[src/rtl/stack_mem_ctrl_if.sv]
// Command, response and data_mem bus bundle for stack_mem_ctrl.
// Ports: cmd_* request, rsp_* reply, mem_* data_mem strobes and read data.
interface stack_mem_ctrl_if #(
    parameter int ABITS = 32,
    parameter int DBITS = 32
);
    logic             cmd_valid;
    logic             cmd_ready;
    logic [1:0]       cmd_op;
    logic [DBITS-1:0] cmd_data;
    logic             rsp_valid;
    logic             rsp_ready;
    logic [DBITS-1:0] rsp_data;
    logic             rsp_err;
    logic             mem_en;
    logic             mem_we;
    logic [ABITS-1:0] mem_addr;
    logic [DBITS-1:0] mem_din;
    logic [DBITS-1:0] mem_dout;

    // CPU / memory side
    modport master (
        output cmd_valid, cmd_op, cmd_data, rsp_ready, mem_dout,
        input  cmd_ready, rsp_valid, rsp_data, rsp_err,
        input  mem_en, mem_we, mem_addr, mem_din
    );

    // stack controller side
    modport slave (
        input  cmd_valid, cmd_op, cmd_data, rsp_ready, mem_dout,
        output cmd_ready, rsp_valid, rsp_data, rsp_err,
        output mem_en, mem_we, mem_addr, mem_din
    );
endinterface

[src/rtl/stack_mem_ctrl.sv]
// Stack access controller: turns PUSH/POP/PEEK into data_mem strobes.
// Ports: clk, rst (sync high), bus (slave), sp count, full, empty.
module stack_mem_ctrl #(
    parameter int          ABITS     = 32,
    parameter int          DBITS     = 32,
    parameter logic [31:0] BASE_ADDR = 32'h0000,
    parameter int          ADDR_STEP = 4,
    parameter int          DEPTH     = 256
) (
    input  logic                 clk,
    input  logic                 rst,
    stack_mem_ctrl_if.slave      bus,
    output logic [$clog2(DEPTH):0] sp,
    output logic                 full,
    output logic                 empty
);
    localparam int SPW = $clog2(DEPTH) + 1;
    localparam logic [ABITS-1:0] BASE = ABITS'(BASE_ADDR);
    localparam logic [ABITS-1:0] STEP = ABITS'(ADDR_STEP);
    localparam logic [1:0] OP_PUSH = 2'b00;
    localparam logic [1:0] OP_POP  = 2'b01;
    localparam logic [1:0] OP_PEEK = 2'b10;

    typedef enum logic [2:0] {
        IDLE, WR, RD, RWAIT, RSP
    } state_t;

    state_t           state;
    state_t           state_nx;
    logic [1:0]       op_q;
    logic [DBITS-1:0] rsp_data_q;
    logic             rsp_err_q;
    logic [ABITS-1:0] addr_q;
    logic [DBITS-1:0] din_q;
    logic             push_ok;
    logic             rd_ok;

    function automatic logic [ABITS-1:0] slot(input logic [SPW-1:0] idx);
        return BASE + ABITS'(idx) * STEP;
    endfunction

    assign full  = (sp == SPW'(DEPTH));
    assign empty = (sp == '0);

    assign push_ok = (bus.cmd_op == OP_PUSH) && !full;
    assign rd_ok   = ((bus.cmd_op == OP_POP) || (bus.cmd_op == OP_PEEK))
                     && !empty;

    assign bus.rsp_data = rsp_data_q;
    assign bus.rsp_err  = rsp_err_q;
    assign bus.mem_addr = addr_q;
    assign bus.mem_din  = din_q;

    always_ff @(posedge clk) begin
        if (rst) state <= IDLE;
        else     state <= state_nx;
    end

    always_comb begin
        state_nx      = state;
        bus.cmd_ready = 1'b0;
        bus.rsp_valid = 1'b0;
        bus.mem_en    = 1'b0;
        bus.mem_we    = 1'b0;
        unique case (state)
            IDLE: begin
                bus.cmd_ready = 1'b1;
                if (bus.cmd_valid) begin
                    unique case (1'b1)
                        push_ok: state_nx = WR;
                        rd_ok:   state_nx = RD;
                        default: state_nx = RSP;
                    endcase
                end
            end
            WR: begin
                bus.mem_we = 1'b1;
                state_nx   = RSP;
            end
            RD: begin
                bus.mem_en = 1'b1;
                state_nx   = RWAIT;
            end
            RWAIT: state_nx = RSP;
            RSP: begin
                bus.rsp_valid = 1'b1;
                if (bus.rsp_ready) state_nx = IDLE;
            end
            default: state_nx = IDLE;
        endcase
    end

    // Address and write data are computed at accept time so they sit
    // stable in registers for the whole WR/RD strobe cycle.
    always_ff @(posedge clk) begin
        if (rst) begin
            sp         <= '0;
            op_q       <= '0;
            rsp_data_q <= '0;
            rsp_err_q  <= 1'b0;
            addr_q     <= '0;
            din_q      <= '0;
        end else begin
            unique case (state)
                IDLE: begin
                    if (bus.cmd_valid) begin
                        op_q       <= bus.cmd_op;
                        rsp_data_q <= '0;
                        rsp_err_q  <= !(push_ok || rd_ok);
                        if (push_ok) begin
                            addr_q <= slot(sp);
                            din_q  <= bus.cmd_data;
                        end else if (rd_ok) begin
                            addr_q <= slot(sp - SPW'(1));
                        end
                    end
                end
                WR: sp <= sp + SPW'(1);
                RD: if (op_q == OP_POP) sp <= sp - SPW'(1);
                RWAIT: rsp_data_q <= bus.mem_dout;
                default: ;
            endcase
        end
    end
endmodule

[src/flat_wrapper.sv]
// flat-port wrapper written by rule: the top's interface ports become plain ports
module stack_mem_ctrl_flat 
#(
    parameter int          ABITS     = 32,
    parameter int          DBITS     = 32,
    parameter logic [31:0] BASE_ADDR = 32'h0000,
    parameter int          ADDR_STEP = 4,
    parameter int          DEPTH     = 256
)
  (clk, rst, sp, full, empty, bus_cmd_valid, bus_cmd_op, bus_cmd_data, bus_rsp_ready, bus_mem_dout, bus_cmd_ready, bus_rsp_valid, bus_rsp_data, bus_rsp_err, bus_mem_en, bus_mem_we, bus_mem_addr, bus_mem_din);
  stack_mem_ctrl_if #(.ABITS(ABITS), .DBITS(DBITS)) bus_i ();
  input  logic clk;
  input  logic rst;
  output logic [$clog2(DEPTH):0] sp;
  output logic full;
  output logic empty;
  input wire logic [$bits(bus_i.cmd_valid)-1:0] bus_cmd_valid;
  input wire logic [$bits(bus_i.cmd_op)-1:0] bus_cmd_op;
  input wire logic [$bits(bus_i.cmd_data)-1:0] bus_cmd_data;
  input wire logic [$bits(bus_i.rsp_ready)-1:0] bus_rsp_ready;
  input wire logic [$bits(bus_i.mem_dout)-1:0] bus_mem_dout;
  output wire logic [$bits(bus_i.cmd_ready)-1:0] bus_cmd_ready;
  output wire logic [$bits(bus_i.rsp_valid)-1:0] bus_rsp_valid;
  output wire logic [$bits(bus_i.rsp_data)-1:0] bus_rsp_data;
  output wire logic [$bits(bus_i.rsp_err)-1:0] bus_rsp_err;
  output wire logic [$bits(bus_i.mem_en)-1:0] bus_mem_en;
  output wire logic [$bits(bus_i.mem_we)-1:0] bus_mem_we;
  output wire logic [$bits(bus_i.mem_addr)-1:0] bus_mem_addr;
  output wire logic [$bits(bus_i.mem_din)-1:0] bus_mem_din;
  assign bus_i.cmd_valid = bus_cmd_valid;
  assign bus_i.cmd_op = bus_cmd_op;
  assign bus_i.cmd_data = bus_cmd_data;
  assign bus_i.rsp_ready = bus_rsp_ready;
  assign bus_i.mem_dout = bus_mem_dout;
  assign bus_cmd_ready = bus_i.cmd_ready;
  assign bus_rsp_valid = bus_i.rsp_valid;
  assign bus_rsp_data = bus_i.rsp_data;
  assign bus_rsp_err = bus_i.rsp_err;
  assign bus_mem_en = bus_i.mem_en;
  assign bus_mem_we = bus_i.mem_we;
  assign bus_mem_addr = bus_i.mem_addr;
  assign bus_mem_din = bus_i.mem_din;
  stack_mem_ctrl #(.ABITS(ABITS), .DBITS(DBITS), .BASE_ADDR(BASE_ADDR), .ADDR_STEP(ADDR_STEP), .DEPTH(DEPTH)) u_core (.clk(clk), .rst(rst), .bus(bus_i), .sp(sp), .full(full), .empty(empty));
endmodule
[config.mk]
export PLATFORM = sky130hd
export DESIGN_NAME = stack_mem_ctrl_flat
export DESIGN_NICKNAME = d
export VERILOG_FILES = /design/src/rtl/stack_mem_ctrl_if.sv /design/src/rtl/stack_mem_ctrl.sv /design/src/flat_wrapper.sv
export SDC_FILE = /design/constraint.sdc
export NUM_CORES = 1
export LEC_CHECK = 0
export ABC_AREA = 1
export ABC_CLOCK_PERIOD_IN_PS = 2110
export BUFFER_PORTS_ARGS = -buffer_cell sky130_fd_sc_hd__buf_2
export CAP_MARGIN = 20
export CORE_UTILIZATION = 41
export DETAILED_ROUTE_END_ITERATION = 6
export GPL_TIMING_DRIVEN = 0
export PLACE_DENSITY = 0.71
export SYNTH_ARGS = -nofsm -noshare
export SYNTH_HDL_FRONTEND = slang
export SYNTH_SLANG_ARGS = --single-unit
export TNS_END_PERCENT = 1
[constraint.sdc]
create_clock -name clk -period 2.11 [get_ports clk]
set_clock_uncertainty 0.05 [all_clocks]
set_input_delay 0.422 -clock clk [delete_from_list [all_inputs] [get_ports clk]]
set_output_delay 0.422 -clock clk [all_outputs]
set_load 0.01 [all_outputs]
==> impl.org <==
** Global route
- Global route hottest layer :: met2
- Entering global routing, the biggest net connects 15 pins.
- Wire length of the first global-routing pass :: ~18000 um
- For met3 alone, demand over resource in global routing was between 5 and 6%.
- For this run, global-route usage on met2 was measured as a little under two fifths.
- In the global route stage, met1 resource usage came out at between 20% and 30%.
- Vias in the first global route :: between 3000 and 4000
- Number of antenna violations at the first check in global routing :: 0
- For this run the aggregate overflow at the end of global routing stands at 0.
- GRT Resource Usage Total :: ~22%

** Synth
- In this run, synthesis inferred 0 flip-flops with an integrated enable.
- The cell count after synthesis came out at about 540.
- sky130_fd_sc_hd__dfxtp_1 takes more of the synthesized area than any other cell.
- Top cell type's share of synthesized area :: about 42%
- Most used standard cell by instance count after synthesis :: sky130_fd_sc_hd__nand2_1
- Number of distinct library cells after synthesis :: 37
- Most used DFF post-synth :: sky130_fd_sc_hd__dfxtp_1
- In the synthesized netlist, the cells that appear most often are sky130_fd_sc_hd__nand2_1, sky130_fd_sc_hd__dfxtp_1, sky130_fd_sc_hd__a21oi_1.
- Synthesis inferred 88 register bits.
- Counting flops with an async set or reset pin after synthesis yields a share of 0%.
- Seq/Total Area, Yosys :: 42.0%
- Post-Syn Area per Cell :: approximately 7.7 um2
- The synthesized netlist occupies a cell area of around 4200 um2.
- After synthesis, the cell types taking the most area are sky130_fd_sc_hd__dfxtp_1, sky130_fd_sc_hd__a21oi_1, sky130_fd_sc_hd__nand2_1.
- The Yosys step of the flow raised 0 warnings.

** Placement
- Number of cells after detailed placement :: between 800 and 900
- Routability-driven placement finished with a final weighted congestion of ~0.83.
- Buffers placed on the I/O ports in this run total between 150 and 200.
- Detailed Place HPWL :: about 8900 um
- Worst slack at placement :: ~0.18 ns
- The placed instances occupy a cell area of approximately 5200 um2.

** Worst setup path
- Critical Path Sink Type :: output port
- The worst setup path is launched from a flip-flop.
- Crit path top cell by count :: sky130_fd_sc_hd__inv_1
- The worst register-to-register path ends at u_core.bus.mem_din[4].
- Required time of the critical path :: 1.64 ns
- The slowest stage of the critical path belongs to the cell sky130_fd_sc_hd__dfxtp_2.
- For flop-to-flop paths, the worst setup slack is roughly 0.33 ns.
- On the worst path, the slowest cell contributes a delay of between 0.3 and 0.4 ns.
- Depth of the worst register-to-register path :: 11
- Startpoint of the worst register-to-register path :: u_core.sp[0]
- Worst-path fanout max :: 8
- At the worst endpoint, the arrival time is roughly 1.5 ns.
- Traced cell by cell, the critical path runs through inv_1, ha_4, nand3_4, nor2_2, nand2_2, inv_1, buf_2.
- Critical path class :: flip-flop to output port

** Timing
- The number of hold violations in the final report came to 0.
- For the final routed database, the setup TNS stands at 0 ns.
- Maximum clock frequency :: about 0.50 GHz
- The final max-slew violation count came to 0.
- After layout, the worst setup slack is roughly 0.11 ns.
- Worst slew margin :: a little under two thirds
- Slew @ Worst Pin :: 0.543 ns
- Subtracting the final worst setup slack from the clock period gives roughly 2.0 ns.
- RSZ-0062 raised after global routing :: yes
- Number of endpoints failing setup at the final stage :: 0
- In the finished design, the share of the clock period the worst path needs comes to between 90% and 100%.
- Hold is met by between 0.2 and 0.3 ns.

** Flow run
- The tool flagged a number of max-cap violations equal to 0.

** Pwr
- Pwr/cell area :: about 760 nW/um2
- Leakage dissipation :: 2.60 nW
- Overall power consumption after layout is estimated at 4.20 mW.
- The worst-case IR drop observed on VDD is 0.000474 V.

** Worst hold path
- The worst hold path begins at bus_cmd_data[3].
- The min-delay analysis places its worst path in the category input pin to flip-flop.
- Endpoint of the worst hold path :: u_core.bus.mem_din[3]
- Worst hold stages :: 3

** Route
- In this run the remaining antenna-violating nets after routing total 0.
- Detailed router's first-iteration violation count :: 134
- Routed vias :: roughly 4300
- Count of unresolved DRC violations after routing :: 0
- Drt wl/cell :: approximately 13 um
- Final WL :: 11700 um
- The pre-antenna-repair detailed-routing pass consisted of 4 iterations.
- Dividing the detail-routed via count by the number of cells gives between 4 and 5.

** Clock tree
- Worst-skew pair later-pin latency :: about 0.36 ns
- CTS built an H-tree with a depth of 3.
- The number of hold buffers added after CTS was 0.
- The clock passes through at most 2 buffers.
- Clock tree from TritonCTS :: yes
- The tree is rooted in a sky130_fd_sc_hd__clkbuf_8.
- After clock tree synthesis, the clock-pin slew on the worst setup and hold paths is about 0.09 ns.
- The number of clock buffers added by TritonCTS is 9.
- Clock sink count :: slightly below 90

** Finish
- Fill cell instance count of the final layout :: 995
- Cells with a size suffix above 1 make up roughly 34% of the layout.
- In the final layout, the multi-input gates occupy around 2000 um2.
- After routing the design area is ~5500 um2.
- The number of antenna diodes in the final layout is 0.
- Growth of design area from synthesis to finish :: 31.6%
- Final cell utilization of the core :: 56.2%
- Once layout is complete, the cells apart from fillers number slightly below 900.
- Post-layout net count :: just over 800
- Storage cell area :: 1760 um2

** Die
- Die footprint :: roughly 11000 um2
- Std-Cell Rows :: 36
- For this design the top-level I/O count stands at 182.
- Once the floorplan was initialized, standard cells occupied between 40% and 50% of the core.
- The floorplan step defined a core boundary enclosing around 10000 um2.
- The die is roughly 100 um wide.
- From bottom edge to top edge, the die measures a little over 100 um.

** Outcome
- Outcome :: finished, final reports clean
cell usage in the layout (no fill, tap or decap), types with 2 or more instances in the layout:
cell,n
sky130_fd_sc_hd__nand2_1,103
sky130_fd_sc_hd__buf_6,6
sky130_fd_sc_hd__xor2_1,5
sky130_fd_sc_hd__clkinv_4,2
sky130_fd_sc_hd__nor2_1,20
sky130_fd_sc_hd__inv_2,4
sky130_fd_sc_hd__ha_1,2
sky130_fd_sc_hd__clkbuf_8,10
sky130_fd_sc_hd__buf_2,163
sky130_fd_sc_hd__o21ai_0,19
sky130_fd_sc_hd__inv_4,2
sky130_fd_sc_hd__nand3_1,63
sky130_fd_sc_hd__a21oi_1,79
sky130_fd_sc_hd__conb_1,23
sky130_fd_sc_hd__clkbuf_1,18
sky130_fd_sc_hd__inv_1,20
sky130_fd_sc_hd__dfxtp_2,2
sky130_fd_sc_hd__bufinv_16,4
sky130_fd_sc_hd__nor3_1,4
sky130_fd_sc_hd__nand2_2,3
sky130_fd_sc_hd__nand4_1,35
sky130_fd_sc_hd__nand3_4,2
sky130_fd_sc_hd__nand3_2,12
sky130_fd_sc_hd__dfxtp_1,86
sky130_fd_sc_hd__nand2_4,4
sky130_fd_sc_hd__buf_4,30
cell type report:
cell class              instances  share of cell area (%)
multi-input cells             385                    36.2
flip-flops and latches         88                    32.0
repair buffers                158                    14.3
plain buffers                  62                    7.41
well taps                     133                    3.02
clock buffers                  10                    2.49
clock inverters                 5                    2.34
inverters                      29                    2.24
how the worst max path moves through the flow:
stage,slack [ns],end,cells after the start,start
6_report,0.11,full,7,u_core.sp[0]
4_1_cts,0.02,full,7,u_core.sp[0]
2_1_floorplan,0.39,u_core.bus.mem_din[0],11,u_core.sp[0]
3_3_place_gp,0.23,u_core.bus.mem_din[1],11,u_core.sp[0]
5_1_grt,-0.007,full,7,u_core.sp[0]
3_5_place_dp,0.18,u_core.bus.mem_din[4],11,u_core.sp[0]
report_power, final:
part           total [mW]  internal [mW]  switching [mW]
logic               0.880          0.325           0.555
registers            1.77           1.73          0.0431
clock network        1.55          0.935           0.611
flip-flops by register name, indices dropped and copies added (netlist names):
signal / count
u_core.bus.mem_din: 32
u_core.bus.rsp_err: 1
u_core.bus.rsp_data: 32
u_core.op_q: 2
u_core.bus.mem_addr: 9
u_core.sp: 9
u_core.state: 3
cell families after synthesis:
| kind of cell | share of synthesized area (%) |
|---|---|
| XOR/XNOR | 1.04 |
| AO/OA/AOI/OAI | 13.2 |
| buffers and inverters | 12.6 |
| adder cells (fa/ha/maj) | 0.896 |
| AND/OR/NAND/NOR | 30.2 |
| other | 0.0895 |
| flip-flops | 42.0 |
timing repair:
item,4_1_cts,5_1_grt
gates resized for setup,1,6
setup endpoints to repair,1,4
setup buffers,0,0
per-layer routing:
metal | vias to the layer above | part of all wire, %
met5 | - | 0
met4 | 0 | 1.1
met3 | 13 | 7.4
met2 | 162 | 49
met1 | 1998 | 43
li1 | 2172 | -
worst max-delay path: cells and delay by family, from the launching register on:
kind | cells | cell delay, ns
flops | 1 | 0.37
buf+inv | 3 | 0.30
fa+ha+maj | 1 | 0.17
simple gates | 3 | 0.33
No activity file was read; power rests on OpenSTA's default activity.
